==> config.mk <==
export PLATFORM = sky130hd
export DESIGN_NAME = uart_word_loader
export DESIGN_NICKNAME = d
export VERILOG_FILES = /design/src/rtl/uart_loader_pkg.sv /design/src/rtl/uart_loader_tmo.sv /design/src/rtl/uart_word_loader.sv
export SDC_FILE = /design/constraint.sdc
export NUM_CORES = 1
export LEC_CHECK = 0
export BUFFER_PORTS_ARGS = -buffer_cell sky130_fd_sc_hd__clkbuf_2
export CAP_MARGIN = 20
export CELL_PAD_IN_SITES_DETAIL_PLACEMENT = 2
export CELL_PAD_IN_SITES_GLOBAL_PLACEMENT = 2
export CORE_ASPECT_RATIO = 1.1
export CORE_MARGIN = 2
export CORE_UTILIZATION = 35
export DETAILED_ROUTE_END_ITERATION = 7
export GPL_TIMING_DRIVEN = 0
export PLACE_DENSITY_LB_ADDON = 0.2
export SLEW_MARGIN = 20
export SYNTH_ARGS = -nofsm -noshare
export SYNTH_HDL_FRONTEND = slang
export SYNTH_SLANG_ARGS = --single-unit
==> constraint.sdc <==
create_clock -name clk -period 3.9 [get_ports clk]
set_clock_uncertainty 0.15 [all_clocks]
set_input_delay 0.39 -clock clk [delete_from_list [all_inputs] [get_ports clk]]
set_output_delay 0.39 -clock clk [all_outputs]
set_load 0.005 [all_outputs]
==> src/rtl/uart_loader_pkg.sv <==
// ============================================================================
// uart_loader_pkg : shared state encoding, default opcodes, timeout sizing
// Rev 1.0 - initial release
// ============================================================================
`default_nettype none

package uart_loader_pkg;

    typedef enum logic [1:0] {
        ST_IDLE = 2'd0,
        ST_LEN  = 2'd1,
        ST_DATA = 2'd2,
        ST_CSUM = 2'd3
    } state_t;

    localparam logic [7:0] DEF_CMD_LOAD    = 8'h80;
    localparam logic [7:0] DEF_CMD_STATUS  = 8'h40;
    localparam logic [7:0] DEF_CMD_READY   = 8'h20;
    localparam logic [7:0] DEF_CMD_CLEAR   = 8'h10;
    localparam int         DEF_TIMEOUT_CYC = 100000;

    // The counter only ever holds 0..cyc-1.
    function automatic int tmo_width(input int cyc);
        return (cyc < 2) ? 1 : $clog2(cyc);
    endfunction

endpackage

`default_nettype wire

==> src/rtl/uart_loader_tmo.sv <==
// ============================================================================
// uart_loader_tmo : inter-byte timeout counter; expired on the TIMEOUT_CYC-th
// consecutive enabled cycle without clr.
// Rev 1.0 - initial release
// ============================================================================
`default_nettype none

module uart_loader_tmo
    import uart_loader_pkg::*;
#(
    parameter int TIMEOUT_CYC = DEF_TIMEOUT_CYC
) (
    input  logic clk,
    input  logic rst,
    input  logic clr,
    input  logic en,
    output logic expired
);

    localparam int            CW   = tmo_width(TIMEOUT_CYC);
    localparam logic [CW-1:0] LAST = CW'(TIMEOUT_CYC - 1);

    logic [CW-1:0] count;

    always_ff @(posedge clk) begin
        if (rst || clr) begin
            count <= '0;
        end else if (en && (count != LAST)) begin
            count <= count + 1'b1;
        end
    end

    assign expired = en && !clr && (count == LAST);

endmodule

`default_nettype wire

==> src/rtl/uart_word_loader.sv <==
// ============================================================================
// uart_word_loader : uart byte-stream command parser feeding a FIFO write port
// Optional checksum byte after the payload when UART_LOADER_CSUM_EN is defined.
// Rev 1.0 - initial release
// ============================================================================
`default_nettype none

module uart_word_loader
    import uart_loader_pkg::*;
#(
    parameter int         WORD_BYTES  = 2,
    parameter logic [7:0] CMD_LOAD    = DEF_CMD_LOAD,
    parameter logic [7:0] CMD_STATUS  = DEF_CMD_STATUS,
    parameter logic [7:0] CMD_READY   = DEF_CMD_READY,
    parameter logic [7:0] CMD_CLEAR   = DEF_CMD_CLEAR,
    parameter int         TIMEOUT_CYC = DEF_TIMEOUT_CYC,
    localparam int        DATA_W      = 8 * WORD_BYTES
) (
    input  logic              clk,
    input  logic              rst,
    input  logic              rx_valid,
    input  logic [7:0]        rx_byte,
    input  logic              fifo_full,
    output logic              wr_en,
    output logic [DATA_W-1:0] din,
    output logic              status,
    output logic              ready,
    output logic              busy,
    output logic              done,
    output logic [7:0]        words_left,
    output logic              err_ovf,
    output logic              err_tmo
`ifdef UART_LOADER_CSUM_EN
    ,
    output logic              err_csum
`endif
);

    state_t            state, state_nxt;
    logic [2:0]        byte_idx;
    logic [DATA_W-1:0] word_nxt;
    logic              tmo_exp, last_byte, last_word, word_end;
    logic              wr_nxt, done_nxt, abort;

    assign busy      = (state != ST_IDLE);
    assign last_byte = (byte_idx == 3'(WORD_BYTES - 1));
    assign last_word = (words_left == 8'd1);
    assign word_end  = (state == ST_DATA) && rx_valid && last_byte;

    uart_loader_tmo #(
        .TIMEOUT_CYC (TIMEOUT_CYC)
    ) u_tmo (
        .clk     (clk),
        .rst     (rst),
        .clr     (rx_valid || (state == ST_IDLE)),
        .en      (busy),
        .expired (tmo_exp)
    );

    // Big-endian assembly: earlier bytes sit in the upper bits.
    generate
        if (WORD_BYTES == 1) begin : g_single
            assign word_nxt = rx_byte;
        end else begin : g_multi
            logic [DATA_W-9:0] acc;
            always_ff @(posedge clk) begin
                if (rst) begin
                    acc <= '0;
                end else if ((state == ST_DATA) && rx_valid) begin
                    acc <= word_nxt[DATA_W-9:0];
                end
            end
            assign word_nxt = {acc, rx_byte};
        end
    endgenerate

    always_ff @(posedge clk) begin
        if (rst) state <= ST_IDLE;
        else     state <= state_nxt;
    end

    always_comb begin
        state_nxt = state;
        wr_nxt    = 1'b0;
        done_nxt  = 1'b0;
        abort     = 1'b0;
        case (state)
            ST_IDLE: begin
                if (rx_valid && (rx_byte == CMD_LOAD)) state_nxt = ST_LEN;
            end
            ST_LEN: begin
                if (rx_valid) begin
                    if (rx_byte == 8'd0) begin
                        state_nxt = ST_IDLE;
                        done_nxt  = 1'b1;
                    end else begin
                        state_nxt = ST_DATA;
                    end
                end else if (tmo_exp) begin
                    abort = 1'b1;
                end
            end
            ST_DATA: begin
                if (rx_valid) begin
                    if (last_byte) begin
                        wr_nxt = !fifo_full;
                        if (last_word) begin
`ifdef UART_LOADER_CSUM_EN
                            state_nxt = ST_CSUM;
`else
                            state_nxt = ST_IDLE;
                            done_nxt  = 1'b1;
`endif
                        end
                    end
                end else if (tmo_exp) begin
                    abort = 1'b1;
                end
            end
`ifdef UART_LOADER_CSUM_EN
            ST_CSUM: begin
                if (rx_valid) begin
                    state_nxt = ST_IDLE;
                    done_nxt  = 1'b1;
                end else if (tmo_exp) begin
                    abort = 1'b1;
                end
            end
`endif
            default: state_nxt = ST_IDLE;
        endcase
        if (abort) state_nxt = ST_IDLE;
    end

`ifdef UART_LOADER_CSUM_EN
    logic [7:0] csum;

    always_ff @(posedge clk) begin
        if (rst) begin
            csum     <= 8'd0;
            err_csum <= 1'b0;
        end else begin
            if ((state == ST_LEN) && rx_valid)  csum <= rx_byte;
            if ((state == ST_DATA) && rx_valid) csum <= csum ^ rx_byte;
            if ((state == ST_CSUM) && rx_valid && (rx_byte != csum)) err_csum <= 1'b1;
            if ((state == ST_IDLE) && rx_valid && (rx_byte == CMD_CLEAR)) err_csum <= 1'b0;
        end
    end
`endif

    always_ff @(posedge clk) begin
        if (rst) begin
            wr_en      <= 1'b0;
            done       <= 1'b0;
            din        <= '0;
            status     <= 1'b0;
            ready      <= 1'b0;
            words_left <= 8'd0;
            byte_idx   <= 3'd0;
            err_ovf    <= 1'b0;
            err_tmo    <= 1'b0;
        end else begin
            wr_en <= wr_nxt;
            done  <= done_nxt;
            if ((state == ST_IDLE) && rx_valid) begin
                if (rx_byte == CMD_STATUS) status <= 1'b1;
                if (rx_byte == CMD_READY)  ready  <= 1'b1;
                if (rx_byte == CMD_CLEAR) begin
                    status  <= 1'b0;
                    ready   <= 1'b0;
                    err_ovf <= 1'b0;
                    err_tmo <= 1'b0;
                end
            end
            if ((state == ST_LEN) && rx_valid) begin
                words_left <= rx_byte;
                byte_idx   <= 3'd0;
            end
            if ((state == ST_DATA) && rx_valid) begin
                byte_idx <= last_byte ? 3'd0 : byte_idx + 3'd1;
            end
            if (word_end) begin
                words_left <= words_left - 8'd1;
                if (fifo_full) err_ovf <= 1'b1;
                else           din     <= word_nxt;
            end
            if (abort) begin
                err_tmo    <= 1'b1;
                words_left <= 8'd0;
            end
        end
    end

endmodule

`default_nettype wire
# --- Word level (Yosys, flattened, before mapping) ---
# Cells that the tools add are included.
op_classes:
  n_addsub: 3
  eq_ne: 15
  n_mux: 32
  bitwise: 4
  n_reduce_logical: 29
op_table:
  columns: ["op", "n"]
  rows:
  - ["1-bit 2-to-1 mux", 19]
  - ["17-bit by 1-bit adder with 17-bit output (second input constant)", 1]
  - ["17-bit == test (second input constant)", 1]
  - ["17-bit != test (second input constant)", 1]
  - ["8-bit 2-to-1 mux", 2]
  - ["2-bit nonzero test", 7]
  - ["2-bit 2-to-1 mux", 6]
  - ["2-bit != test (second input constant)", 5]
  - ["3-bit 2-to-1 mux", 3]
  - ["8-bit by 1-bit == test with 1-bit output (second input constant)", 1]
  - ["8-bit by 5-bit == test with 1-bit output (second input constant)", 1]
  - ["8-bit by 6-bit == test with 1-bit output (second input constant)", 1]
  - ["8-bit by 7-bit == test with 1-bit output (second input constant)", 1]
  - ["8-bit == test (second input constant)", 1]
  - ["1-bit logical AND", 8]
  - ["8-bit zero test", 1]
  - ["2-bit AND reduction", 4]
  - ["8-bit by 1-bit subtractor with 8-bit output (second input constant)", 1]
  - ["2-bit case mux with 3 select lines", 1]
  - ["5-bit AND reduction", 1]
  - ["1-bit NOT", 4]
  - ["2-bit OR reduction", 2]
  - ["4-bit OR reduction", 1]
  - ["3-bit by 1-bit adder with 3-bit output (second input constant)", 1]
  - ["other kinds (7)", 9]
word_totals:
  regBits: 60
  elab_cells: 95

# --- Longest topological paths before layout ---
# Gate-level depths: netlist of run 1.
depth:
  word_depth: 10
  mapped_depth: 8
  ltp_nobuf: 6

# --- Modules after synthesis ---
# A second synthesis of run 1 with hierarchy kept.
unflattened:
  hier_cells: 331
  hier_area_um2: 2824.0
modules_own_cells:
  columns: ["module", "instances", "cells_per_inst", "area_per_inst_um2", "seq_area_each_um2"]
  rows:
  - ["uart_word_loader", 1, 229, 1918.1, 860.8]
  - ["uart_loader_tmo", 1, 102, 905.9, 340.3]

# --- Worst setup path after synthesis of run 1 ---
# Ideal clock, no wire load.
synth_timing:
  path_kind: "flip-flop to flip-flop"
  startpoint: "register words_left[2]"
  endpoint: "register state[1]"
  setup_time_ns: 0.070
  arrival_time_ns: 1.980
  path_slack_ns: 1.700
  path_stages_with_launch: 6
  path_buffers: 1
  path_cell_list: "dfxtp_1 or4_1 buf_2 o41a_1 or4b_1 a21oi_1"
synth_via:
  elab_chain_cells: 3
synth_rtl:
  columns: ["item", "line_no", "source"]
  rows:
  - ["from (decl)", "uart_word_loader.sv:30", "output logic [7:0] words_left,"]
  - ["from (signal assigned)", "uart_word_loader.sv:176", "words_left <= rx_byte;"]
  - ["from (signal assigned)", "uart_word_loader.sv:183", "words_left <= words_left - 8'd1;"]
  - ["8-bit by 1-bit == test with 1-bit output", "uart_word_loader.sv:47", "assign last_word = (words_left == 8'd1);"]
  - ["2-bit != test (no line)", null, null]
  - ["5-bit AND reduction (no line)", null, null]
  - ["to (signal assigned)", "uart_word_loader.sv:79", "else state <= state_nxt;"]
  - ["to (decl)", "uart_word_loader.sv:39", "state_t state, state_nxt;"]
# Every way passes these cells.
# A chain may end at the register's enable or synchronous reset.

# --- Worst setup path in the final report of run 1 ---
layout_timing:
  startpoint: "register byte_idx[0]"
  endpoint: "register din[6]"
layout_via:
  elab_chain_cells: 3
layout_rtl:
  columns: ["item", "line_no", "source"]
  rows:
  - ["from (decl)", "uart_word_loader.sv:40", "logic [2:0] byte_idx;"]
  - ["from (signal assigned)", "uart_word_loader.sv:180", "byte_idx <= last_byte ? 3'd0 : byte_idx + 3'd1;"]
  - ["3-bit by 1-bit == test with 1-bit output", "uart_word_loader.sv:46", "assign last_byte = (byte_idx == 3'(WORD_BYTES - 1));"]
  - ["1-bit logical AND", "uart_word_loader.sv:48", "assign word_end = (state == ST_DATA) && rx_valid && last_byte;"]
  - ["2-bit AND reduction (no line)", null, null]
  - ["to (signal assigned)", "uart_word_loader.sv:185", "else din <= word_nxt;"]
  - ["to (decl)", "uart_word_loader.sv:25", "output logic [DATA_W-1:0] din,"]
# Every way passes these cells.

==> results of run 1 <==
## flip-flops by register name, summed over array words and instances, names as in the netlist, 2 cells and up
name	count
g_multi.acc	8
byte_idx	3
words_left	8
u_tmo.count	17
state	2
din	16
## metal layers
metal,wire length [um],share of wire (%)
met1,3840,42
met2,4890,54
met3,247,2.7
met4,112,1.2
met5,0,0
## cells in the final DEF (no fill, tap or decap), types with 7 or more instances in the layout
master and instances:
nand2_1 64, clkbuf_8 9, nor4_1 7, clkbuf_1 18, a21oi_1 42, clkbuf_2 41
inv_1 9, nor3_1 9, nor2_1 28, a31oi_1 11, dfxtp_1 60
## where the power goes
group / internal, mW / total (mW) / leakage [nW] / switching, mW
clock network: 0.363 / 0.647 / 0.106 / 0.284
registers: 0.617 / 0.622 / 0.483 / 0.00533
logic: 0.0306 / 0.0876 / 0.591 / 0.0570
total: 1.01 / 1.36 / 1.18 / 0.347
## layout make-up
class,instances,area [um^2]
sequential,60,1200
fill,910,4250
inverter,9,33.8
tap,105,131
timing repair buffer,41,205
clock buffer,9,124
clock inverter,7,97.6
buffer,19,72.6
multi-input combinational,253,1440
## path summary, 6_finish.rpt
kind	to	slack (ns)	cells past startpoint
max	din[6]$_SDFFE_PP0P_	1.12	6
min	din[1]$_SDFFE_PP0P_	0.19	3
min reg2reg	din[9]$_SDFFE_PP0P_	0.31	2
max reg2reg	din[6]$_SDFFE_PP0P_	1.12	6
## worst min-delay path: stages
cell,delay (ns)
clkbuf_2,0.14
nand2_1,0.07
a21oi_1,0.05
## logic make-up (layout without fill, tap and decap cells)
group                      after synthesis  after routing
and+or+nand+nor                        155            155
AOI/OAI and AO/OA                       84             84
DFF                                     60             60
buffers and inverters                   28             85
adders and majority gates                6              6
xor gates and xnor gates                 6              6
muxes                                    2              2
## metrics by stage
step / area (um^2) / instances / hold WS, ns / setup slack (ns) / total power, mW
CTS: 3310 / 503 / 0.188 / 1.12 / 1.37
floorplan: 2750 / 341 / 0.282 / 1.70 / 0.687
global placement: 3090 / 487 / 0.294 / 1.25 / 0.721
detailed placement: 3090 / 487 / 0.301 / 1.20 / 0.724
finish: 3310 / 503 / 0.195 / 1.12 / 1.36
global route: 3310 / 503 / 0.215 / 0.893 / 1.42
==> results.py, run 1 <==
metrics = {
    "min_path": {
        "hp-class": "in2reg",
        "hp-start": "rx_byte[1]",
    },
    "sta": {
        "finalSetupViolations": 0,
        "drv_slew": 0,
        "min_period_over_period_pct": 71.2,
        "post-route-min-period_ns": 2.78,
        "fin_setup_tns_ns": 0,
        "rsz0062_at_grt": "no",
        "hold_viol_final": 0,
        "tightest_slew_ns": 1.05,
        "max_slew_margin_pct": 29.3,
        "fmax_mhz": 360,
    },
    "worst_setup_path": {
        "slowest_delay_ns": 0.78,
        "worst-path-buf-inv": 2,
        "crit_top_cell": "clkbuf_1",
        "end_kind": "register",
        "worstPathArrival_ns": 2.90,
        "crit_path_start": "byte_idx[0]$_SDFFE_PP0P_",
        "r2r_start": "byte_idx[0]$_SDFFE_PP0P_",
        "startpoint_type": "register",
        "cp_top_family": "simple AND/OR/NAND/NOR gates",
        "crit_chain": "or3b_1 -> clkbuf_1 -> nor3_1 -> clkbuf_1 -> nand2_1 -> a21oi_1",
        "worstSetupPathType": "reg2reg",
        "cp_slowest_cell": "nor3_1",
        "critPathRequiredTime_ns": 4.02,
        "cp_max_fo": 10,
    },
    "logic_synthesis": {
        "ys_seq_area_share_pct": 43.7,
        "netlist_top_cells_area": "dfxtp_1, nand2_1, a21oi_1",
        "synth_warnings": 0,
        "synthMuxAreaShare_pct": 0.728,
        "synth-compound-area-share_pct": 19.1,
        "synth_area_mm2": 0.00275,
        "synthTopCellsByCount": "nand2_1, dfxtp_1, a21oi_1, nor2_1, clkbuf_1",
        "synth_most_common_cell": "nand2_1",
        "synth_edf_count": 0,
        "synth_largest_area_cell": "dfxtp_1",
        "synthAdderAreaFrac_pct": 2.73,
        "yosys.area_share.simple_pct": 28.0,
        "synth.avg_cell_area_um2": 8.06,
        "async_flop_share_pct": 0,
        "synth_top_area_share_pct": 43.7,
        "postSynthNetCount": 359,
        "synth_top_family_by_area": "simple AND/OR/NAND/NOR gates",
        "synth_xor_area_share_pct": 1.91,
        "synth-main-ff-cell": "dfxtp_1",
        "syn_inst": 341,
        "ys_types": 46,
        "ys_seq_elements": 60,
    },
    "clocking": {
        "tritoncts": "yes",
        "cts_inserted_buffers": 9,
        "cts-root-buf": "clkbuf_8",
        "clock_path_buffers": 2,
        "clk_latency_ns": 0.35,
        "cts.sinks": 60,
        "cts_hold_buf": 0,
        "post_cts_resized": 0,
        "cts_htree_levels": 3,
        "cts_setup_buffers": 0,
        "clk_pin_slew_ns": 0.08,
    },
    "grt": {
        "gr-usage-met2_pct": 40.2,
        "met1_usage_pct": 26.9,
        "grt_antenna_before_repair": 0,
        "grt_pass1_vias": 3007,
        "grt_busiest_layer": "met2",
        "grt_pass1_wl_um": 15000,
        "grt_use_met3_pct": 3.58,
        "gr-total-overflow": 0,
        "gr-usage-all-layers_pct": 22.4,
        "grt_max_degree": 13,
    },
    "power_and_ir_drop": {
        "irDropWorstVdd_mv": 0.186,
        "power.leakage_nw": 1.18,
        "powerDensity_mw_per_mm2": 410,
    },
    "route": {
        "drt_iter0_drc": 44,
        "wirelength_um": 9090,
        "wl_per_cell_um": 18.1,
        "drc_errors": 0,
        "drt-pass1-iter-count": 4,
        "ant_nets": 0,
        "routed_via_density": 5.54,
        "vias": 2788,
    },
    "finish": {
        "post-route-util_pct": 43.8,
        "areaGrowthSynthToFinish_pct": 20.3,
        "final_layout_size_suffix_gt1_share_pct": 15.8,
        "fin_nets": 411,
        "n_antenna_cell": 0,
    },
    "placed_design": {
        "gp_congestion": 0.769,
        "hpwlAfterDp_um": 6420,
        "portBuffers": 41,
    },
    "floorplanning": {
        "initial_core_util_pct": 36.4,
        "io-pin-count": 43,
        "core_mm2": 0.00756,
        "row_count": 33,
        "dieArea_mm2": 0.00858,
        "die_y_um": 97.0,
        "chipWidth_um": 88.5,
    },
    "status": {
        "status": "finished clean",
    },
    "flow_run": {
        "drv_cap": 0,
    },
}
(Power assumes the default switching activity.)
==> inputs of run 2 (changes only) <==
--- a/config.mk
+++ b/config.mk
@@ -11,7 +11,7 @@
 export CELL_PAD_IN_SITES_GLOBAL_PLACEMENT = 2
 export CORE_ASPECT_RATIO = 1.1
 export CORE_MARGIN = 2
-export CORE_UTILIZATION = 35
+export CORE_UTILIZATION = 30
 export DETAILED_ROUTE_END_ITERATION = 7
 export GPL_TIMING_DRIVEN = 0
 export PLACE_DENSITY_LB_ADDON = 0.2
==> constraint.sdc (replaced) <==
create_clock -name clk -period 2.5 [get_ports clk]
set_clock_uncertainty 0.15 [all_clocks]
set_input_delay 0.25 -clock clk [delete_from_list [all_inputs] [get_ports clk]]
set_output_delay 0.25 -clock clk [all_outputs]
set_load 0.005 [all_outputs]
==> results.py, run 2 (synthesized netlist as in run 1, its figures left out) <==
metrics = {
    "status": {
        "status": "finished clean",
    },
    "floorplanning": {
        "io-pin-count": 43,
        "chipWidth_um": 95.3,
        "row_count": 36,
        "initial_core_util_pct": 31.0,
        "die_y_um": 104,
        "core_mm2": 0.00887,
        "dieArea_mm2": 0.00995,
    },
    "worst_setup_path": {
        "regToRegSetupSlack_ns": 0.12,
        "crit_path_start": "words_left[2]$_SDFFE_PP0P_",
        "r2r_start": "words_left[2]$_SDFFE_PP0P_",
        "ff2ff_path_depth": 5,
        "worstPathArrival_ns": 2.50,
        "worst-path-buf-inv": 1,
        "cp_top_family": "simple AND/OR/NAND/NOR gates",
        "crit_end": "state[1]$_SDFFE_PP0P_",
        "slowest_delay_ns": 0.54,
        "worstSetupPathType": "reg2reg",
        "end_kind": "register",
        "cp_max_fo": 8,
        "r2r-end": "state[1]$_SDFFE_PP0P_",
        "critPathRequiredTime_ns": 2.62,
        "startpoint_type": "register",
        "cp.depth": 5,
        "cp_slowest_cell": "or4_1",
        "crit_chain": "or4_1 -> buf_2 -> o41a_1 -> or4b_1 -> a21oi_1",
    },
    "sta": {
        "max_slew_margin_pct": 55.9,
        "hold_ws_ns": 0.0435,
        "min_period_over_period_pct": 95.3,
        "drv_slew": 0,
        "rsz0062_at_grt": "no",
        "finalSetupViolations": 0,
        "tightest_slew_ns": 0.656,
        "fmax_mhz": 420,
        "hold_viol_final": 0,
        "post-route-min-period_ns": 2.38,
    },
    "finish": {
        "mostFrequentLayoutCells": "nand2_1, dfxtp_1, clkbuf_2",
        "n_antenna_cell": 0,
        "areaGrowthSynthToFinish_pct": 19.9,
        "final_layout_size_suffix_gt1_share_pct": 17.9,
        "n_fill_cell": 1047,
        "regMostFlops": "u_tmo.count",
        "largest_reg_flops": 17,
        "final_common_cell": "nand2_1",
        "fin_nets": 410,
        "top_regs": "u_tmo.count: 17 flops, din: 16 flops",
    },
    "route": {
        "wl_per_cell_um": 16.6,
        "drt-pass1-iter-count": 4,
        "vias": 2673,
        "drt_iter0_drc": 28,
        "ant_nets": 0,
        "drc_errors": 0,
        "wirelength_um": 8490,
        "routed_via_density": 5.23,
    },
    "clocking": {
        "cts_inserted_buffers": 9,
        "tritoncts": "yes",
        "clk_latency_ns": 0.34,
        "cts_htree_levels": 3,
        "cts_hold_buf": 0,
        "cts-root-buf": "clkbuf_8",
        "clk_pin_slew_ns": 0.08,
        "cts.sinks": 60,
        "clock_path_buffers": 2,
    },
    "power_and_ir_drop": {
        "powerDensity_mw_per_mm2": 577,
        "swShare_pct": 27.8,
        "power_mw": 1.90,
        "irDropWorstVdd_mv": 0.304,
        "p_int_mw": 1.37,
        "power.share.clock_pct": 41.9,
        "power.leakage_nw": 1.17,
        "p_sw_mw": 0.528,
        "power_frac_seq_pct": 51.0,
        "combPwrFrac_pct": 7.1,
    },
    "grt": {
        "gr-total-overflow": 0,
        "grt_pass1_wl_um": 14200,
        "grt_antenna_before_repair": 0,
        "grt_pass1_vias": 2788,
        "gr-usage-all-layers_pct": 18.5,
        "grt_max_degree": 13,
    },
    "placed_design": {
        "hpwlAfterDp_um": 6320,
        "portBuffers": 41,
        "gp_congestion": 0.742,
    },
    "min_path": {
        "hp-start": "rx_byte[1]",
        "hp-class": "in2reg",
    },
    "flow_run": {
        "drv_cap": 0,
    },
}
-- run 2: cell count changes in the layout (fill, tap and decap cells not counted), moves of 2 or more --
cell       previous run  this run
clkbuf_1             18        13
clkinv_4              0         3
bufinv_16             2         0
clkbuf_2             41        43
nor4_1                7         5
nor4_2                0         2
-- run 2: how the worst min path moves through the flow --
stage                                        to  slack (ns)  depth (start not counted)
floorplan           g_multi.acc[0]$_SDFFE_PP0P_        0.24                          2
global placement            din[5]$_SDFFE_PP0P_        0.29                          2
detailed placement          din[9]$_SDFFE_PP0P_        0.30                          2
CTS                 g_multi.acc[1]$_SDFFE_PP0P_        0.02                          3
global route                din[1]$_SDFFE_PP0P_        0.04                          3
finish              g_multi.acc[1]$_SDFFE_PP0P_        0.04                          3
-- run 2: worst register-to-register path: stages, from the launching register on --
cell	delay, ns
dfxtp_1	0.38
or4_1	0.54
buf_2	0.18
o41a_1	0.43
or4b_1	0.48
a21oi_1	0.16
-- run 2: timing repair --
| action | 4_1_cts | 5_1_grt |
|---|---|---|
| buffers inserted | 1 | 0 |
| setup endpoints to repair | 23 | 22 |
| resized for setup | 2 | 5 |
| pin swaps | 0 | 0 |
| endpoints found under the hold margin | 0 | 0 |
-- run 2: metal layers --
| metal | GRT usage, % | wire length (um) |
|---|---|---|
| met3 | 3.84 | 249 |
| met1 | 22.2 | 3760 |
| met4 | 6.31 | 146 |
| met5 | 0 | 0 |
| met2 | 32.1 | 4340 |
-- run 2: area by class of cell --
class | instances | area, um^2 | share of cell area (%)
buffer | 16 | 63.8 | 1.94
clock buffer | 9 | 124 | 3.76
clock inverter | 7 | 52.6 | 1.59
inverter | 9 | 33.8 | 1.02
multi-input combinational | 253 | 1460 | 44.3
sequential | 60 | 1200 | 36.4
tap | 114 | 143 | 4.33
timing repair buffer | 43 | 218 | 6.60
-- run 2: power by group through the flow --
| stage | sequential (mW) | combinational [mW] | clock, mW |
|---|---|---|---|
| after CTS | 0.971 | 0.137 | 0.835 |
| after floorplan | 0.991 | 0.0803 | 0 |
| after global routing | 0.972 | 0.154 | 0.878 |
| after detailed placement | 0.993 | 0.136 | 0 |
| final | 0.971 | 0.135 | 0.796 |
| after global placement | 0.993 | 0.133 | 0 |
-- run 2: stage by stage --
step                area (um^2)  util, %  std cells  setup slack [ns]  setup TNS [ns]
finish                     3300     37.2        511             0.117               0
global route               3300     37.2        511            0.0290               0
CTS                        3290     37.1        512            0.0576               0
detailed placement         3100     34.9        496            -0.131           -1.44
global placement           3100     34.9        496           -0.0739          -0.547
floorplan                  2750        -        341             0.300               0
==> inputs of run 3 (changes only) <==
--- a/config.mk
+++ b/config.mk
@@ -5,13 +5,14 @@
 export SDC_FILE = /design/constraint.sdc
 export NUM_CORES = 1
 export LEC_CHECK = 0
+export ABC_AREA = 1
 export BUFFER_PORTS_ARGS = -buffer_cell sky130_fd_sc_hd__clkbuf_2
 export CAP_MARGIN = 20
 export CELL_PAD_IN_SITES_DETAIL_PLACEMENT = 2
 export CELL_PAD_IN_SITES_GLOBAL_PLACEMENT = 2
 export CORE_ASPECT_RATIO = 1.1
 export CORE_MARGIN = 2
-export CORE_UTILIZATION = 30
+export CORE_UTILIZATION = 28
 export DETAILED_ROUTE_END_ITERATION = 7
 export GPL_TIMING_DRIVEN = 0
 export PLACE_DENSITY_LB_ADDON = 0.2
==> results.py, run 3 <==
metrics = {
    "floorplanning": {
        "chipWidth_um": 104,
        "die_y_um": 114,
        "core_mm2": 0.0109,
        "io-pin-count": 43,
        "initial_core_util_pct": 28.5,
        "row_count": 40,
        "dieArea_mm2": 0.0119,
    },
    "sta": {
        "max_slew_margin_pct": 61.6,
        "hold_viol_final": 0,
        "rsz0062_at_grt": "no",
        "tightest_slew_ns": 0.577,
        "drv_slew": 0,
        "fmax_mhz": 442,
        "fin_setup_tns_ns": 0,
        "post-route-min-period_ns": 2.26,
        "min_period_over_period_pct": 90.6,
        "finalSetupViolations": 0,
    },
    "power_and_ir_drop": {
        "p_int_mw": 1.99,
        "p_sw_mw": 0.614,
        "powerDensity_mw_per_mm2": 679,
        "swShare_pct": 23.6,
        "power_frac_seq_pct": 37.3,
        "irDropWorstVdd_mv": 0.242,
        "power.leakage_nw": 1.50,
        "power.share.clock_pct": 55.7,
        "combPwrFrac_pct": 7.0,
        "power_mw": 2.60,
    },
    "route": {
        "ant_nets": 0,
        "wl_per_cell_um": 15.7,
        "drc_errors": 0,
        "drt-pass1-iter-count": 4,
        "drt_iter0_drc": 98,
        "wirelength_um": 10600,
        "routed_via_density": 4.87,
        "vias": 3294,
    },
    "placed_design": {
        "gp_congestion": 0.808,
        "portBuffers": 42,
        "hpwlAfterDp_um": 8140,
        "placed_cell_area_mm2": 0.00349,
    },
    "clocking": {
        "cts.sinks": 60,
        "cts_inserted_buffers": 9,
        "clk_pin_slew_ns": 0.06,
        "cts_htree_levels": 3,
        "cts_hold_buf": 0,
        "post_cts_resized": 0,
        "cts-root-buf": "clkbuf_16",
        "clock_path_buffers": 2,
        "cts_setup_buffers": 0,
        "tritoncts": "yes",
        "clk_latency_ns": 0.33,
    },
    "worst_setup_path": {
        "cp_max_fo": 10,
        "critPathRequiredTime_ns": 2.10,
        "worstPathArrival_ns": 1.86,
        "end_kind": "output port",
        "startpoint_type": "register",
        "worstSetupPathType": "reg2out",
    },
    "grt": {
        "grt_max_degree": 12,
        "gr-total-overflow": 0,
        "gr-usage-all-layers_pct": 18.9,
        "grt_pass1_vias": 3574,
        "grt_antenna_before_repair": 0,
        "grt_pass1_wl_um": 17700,
    },
    "flow_run": {
        "drv_cap": 0,
    },
    "finish": {
        "fin_nets": 542,
        "n_antenna_cell": 0,
        "n_fill_cell": 1361,
        "largest_reg_flops": 17,
        "final_layout_size_suffix_gt1_share_pct": 14.9,
        "mostFrequentLayoutCells": "nand2_1, dfxtp_1, nand3_1",
        "stdcell_area_mm2": 0.00383,
        "post-route-util_pct": 35.3,
        "top_regs": "u_tmo.count: 17 flops, din: 16 flops",
        "regMostFlops": "u_tmo.count",
        "final_common_cell": "nand2_1",
        "areaGrowthSynthToFinish_pct": 23.7,
    },
    "logic_synthesis": {
        "synthAdderAreaFrac_pct": 2.42,
        "postSynthNetCount": 489,
        "netlist_top_cells_area": "dfxtp_1, nand2_1, nand3_1",
        "synth-main-ff-cell": "dfxtp_1",
        "synth_xor_area_share_pct": 1.13,
        "synth_top_area_share_pct": 38.7,
        "synth_warnings": 0,
        "yosys.area_share.simple_pct": 34.9,
        "ys_seq_area_share_pct": 38.7,
        "async_flop_share_pct": 0,
        "synth_largest_area_cell": "dfxtp_1",
        "synthMuxAreaShare_pct": 0,
        "synth_edf_count": 0,
        "ys_types": 29,
        "synth_area_mm2": 0.00310,
        "synth-compound-area-share_pct": 14.3,
        "synth_top_family_by_area": "simple AND/OR/NAND/NOR gates",
        "synth.avg_cell_area_um2": 6.58,
        "ys_seq_elements": 60,
        "syn_inst": 471,
        "synth_most_common_cell": "nand2_1",
        "synthTopCellsByCount": "nand2_1, dfxtp_1, nand3_1, a21oi_1",
    },
    "status": {
        "status": "finished clean",
    },
    "min_path": {
        "hp-class": "in2reg",
    },
}
## run 3: changes by cell type after synthesis, sizes merged, moves of 13 or more
cell    delta
clkbuf    -13
nor2      +27
nand3     +46
o21ai     +23
inv       +39
nand2     +72
## run 3: through the flow
step,setup WS [ns],instances,hold slack (ns)
finish,0.236,676,0.0166
global route,0.0663,676,0.0292
CTS,0.174,676,0.00319
detailed placement,0.525,660,0.304
global placement,0.579,660,0.300
floorplan,0.857,471,0.203
## run 3: path summary, 6_finish.rpt
| path | start | endpoint | slack [ns] | cells after the start |
|---|---|---|---|---|
| hold / removal | rst | err_ovf$_SDFF_PP0_ | 0.02 | 2 |
| setup / recovery | state[0]$_SDFFE_PP0P_ | busy | 0.24 | 5 |
| setup reg to reg | state[0]$_SDFFE_PP0P_ | words_left[5]$_SDFFE_PP0P_ | 0.54 | 9 |
| hold reg to reg | din[10]$_SDFFE_PP0P_ | din[10]$_SDFFE_PP0P_ | 0.31 | 2 |
## run 3: cells by family (layout without fill, tap and decap cells)
| kind of cell | Yosys count | after routing |
|---|---|---|
| xor gates and xnor gates | 4 | 4 |
| DFF | 60 | 60 |
| buffers and inverters | 64 | 122 |
| and+or+nand+nor | 252 | 252 |
| adders and majority gates | 6 | 6 |
| AOI/OAI and AO/OA | 85 | 85 |
## run 3: power groups by stage
stage / sequential, mW / combinational (mW) / clock, mW
2_1_floorplan: 0.990 / 0.110 / 0
3_3_place_gp: 0.991 / 0.182 / 0
3_5_place_dp: 0.992 / 0.187 / 0
4_1_cts: 0.971 / 0.189 / 1.48
5_1_grt: 0.972 / 0.208 / 1.54
6_report: 0.971 / 0.183 / 1.45
## run 3: final cells by class
type / instances / area (um^2) / share of cell area [%]
plain buffers: 14 / 73.8 / 1.92
repair buffers: 42 / 210 / 5.48
inverters: 50 / 188 / 4.89
clock inverters: 6 / 111 / 2.90
well taps: 147 / 184 / 4.80
clock buffers: 10 / 229 / 5.97
multi-input cells: 347 / 1640 / 42.7
flip-flops and latches: 60 / 1200 / 31.3
## run 3: critical path: stages, from the launching register on
cell and delay [ns]:
dfxtp_1 0.36, inv_1 0.08, ha_1 0.27, inv_1 0.20, buf_1 0.43, clkbuf_2 0.20
## run 3: per-layer routing
| metal | global-route usage [%] | share of wire [%] | vias to the layer above |
|---|---|---|---|
| met5 | 0 | 0 | - |
| met4 | 8.92 | 2.5 | 0 |
| met3 | 2.79 | 1.8 | 14 |
| met2 | 36.9 | 54 | 33 |
| met1 | 19.8 | 41 | 1613 |
| li1 | - | - | 1634 |
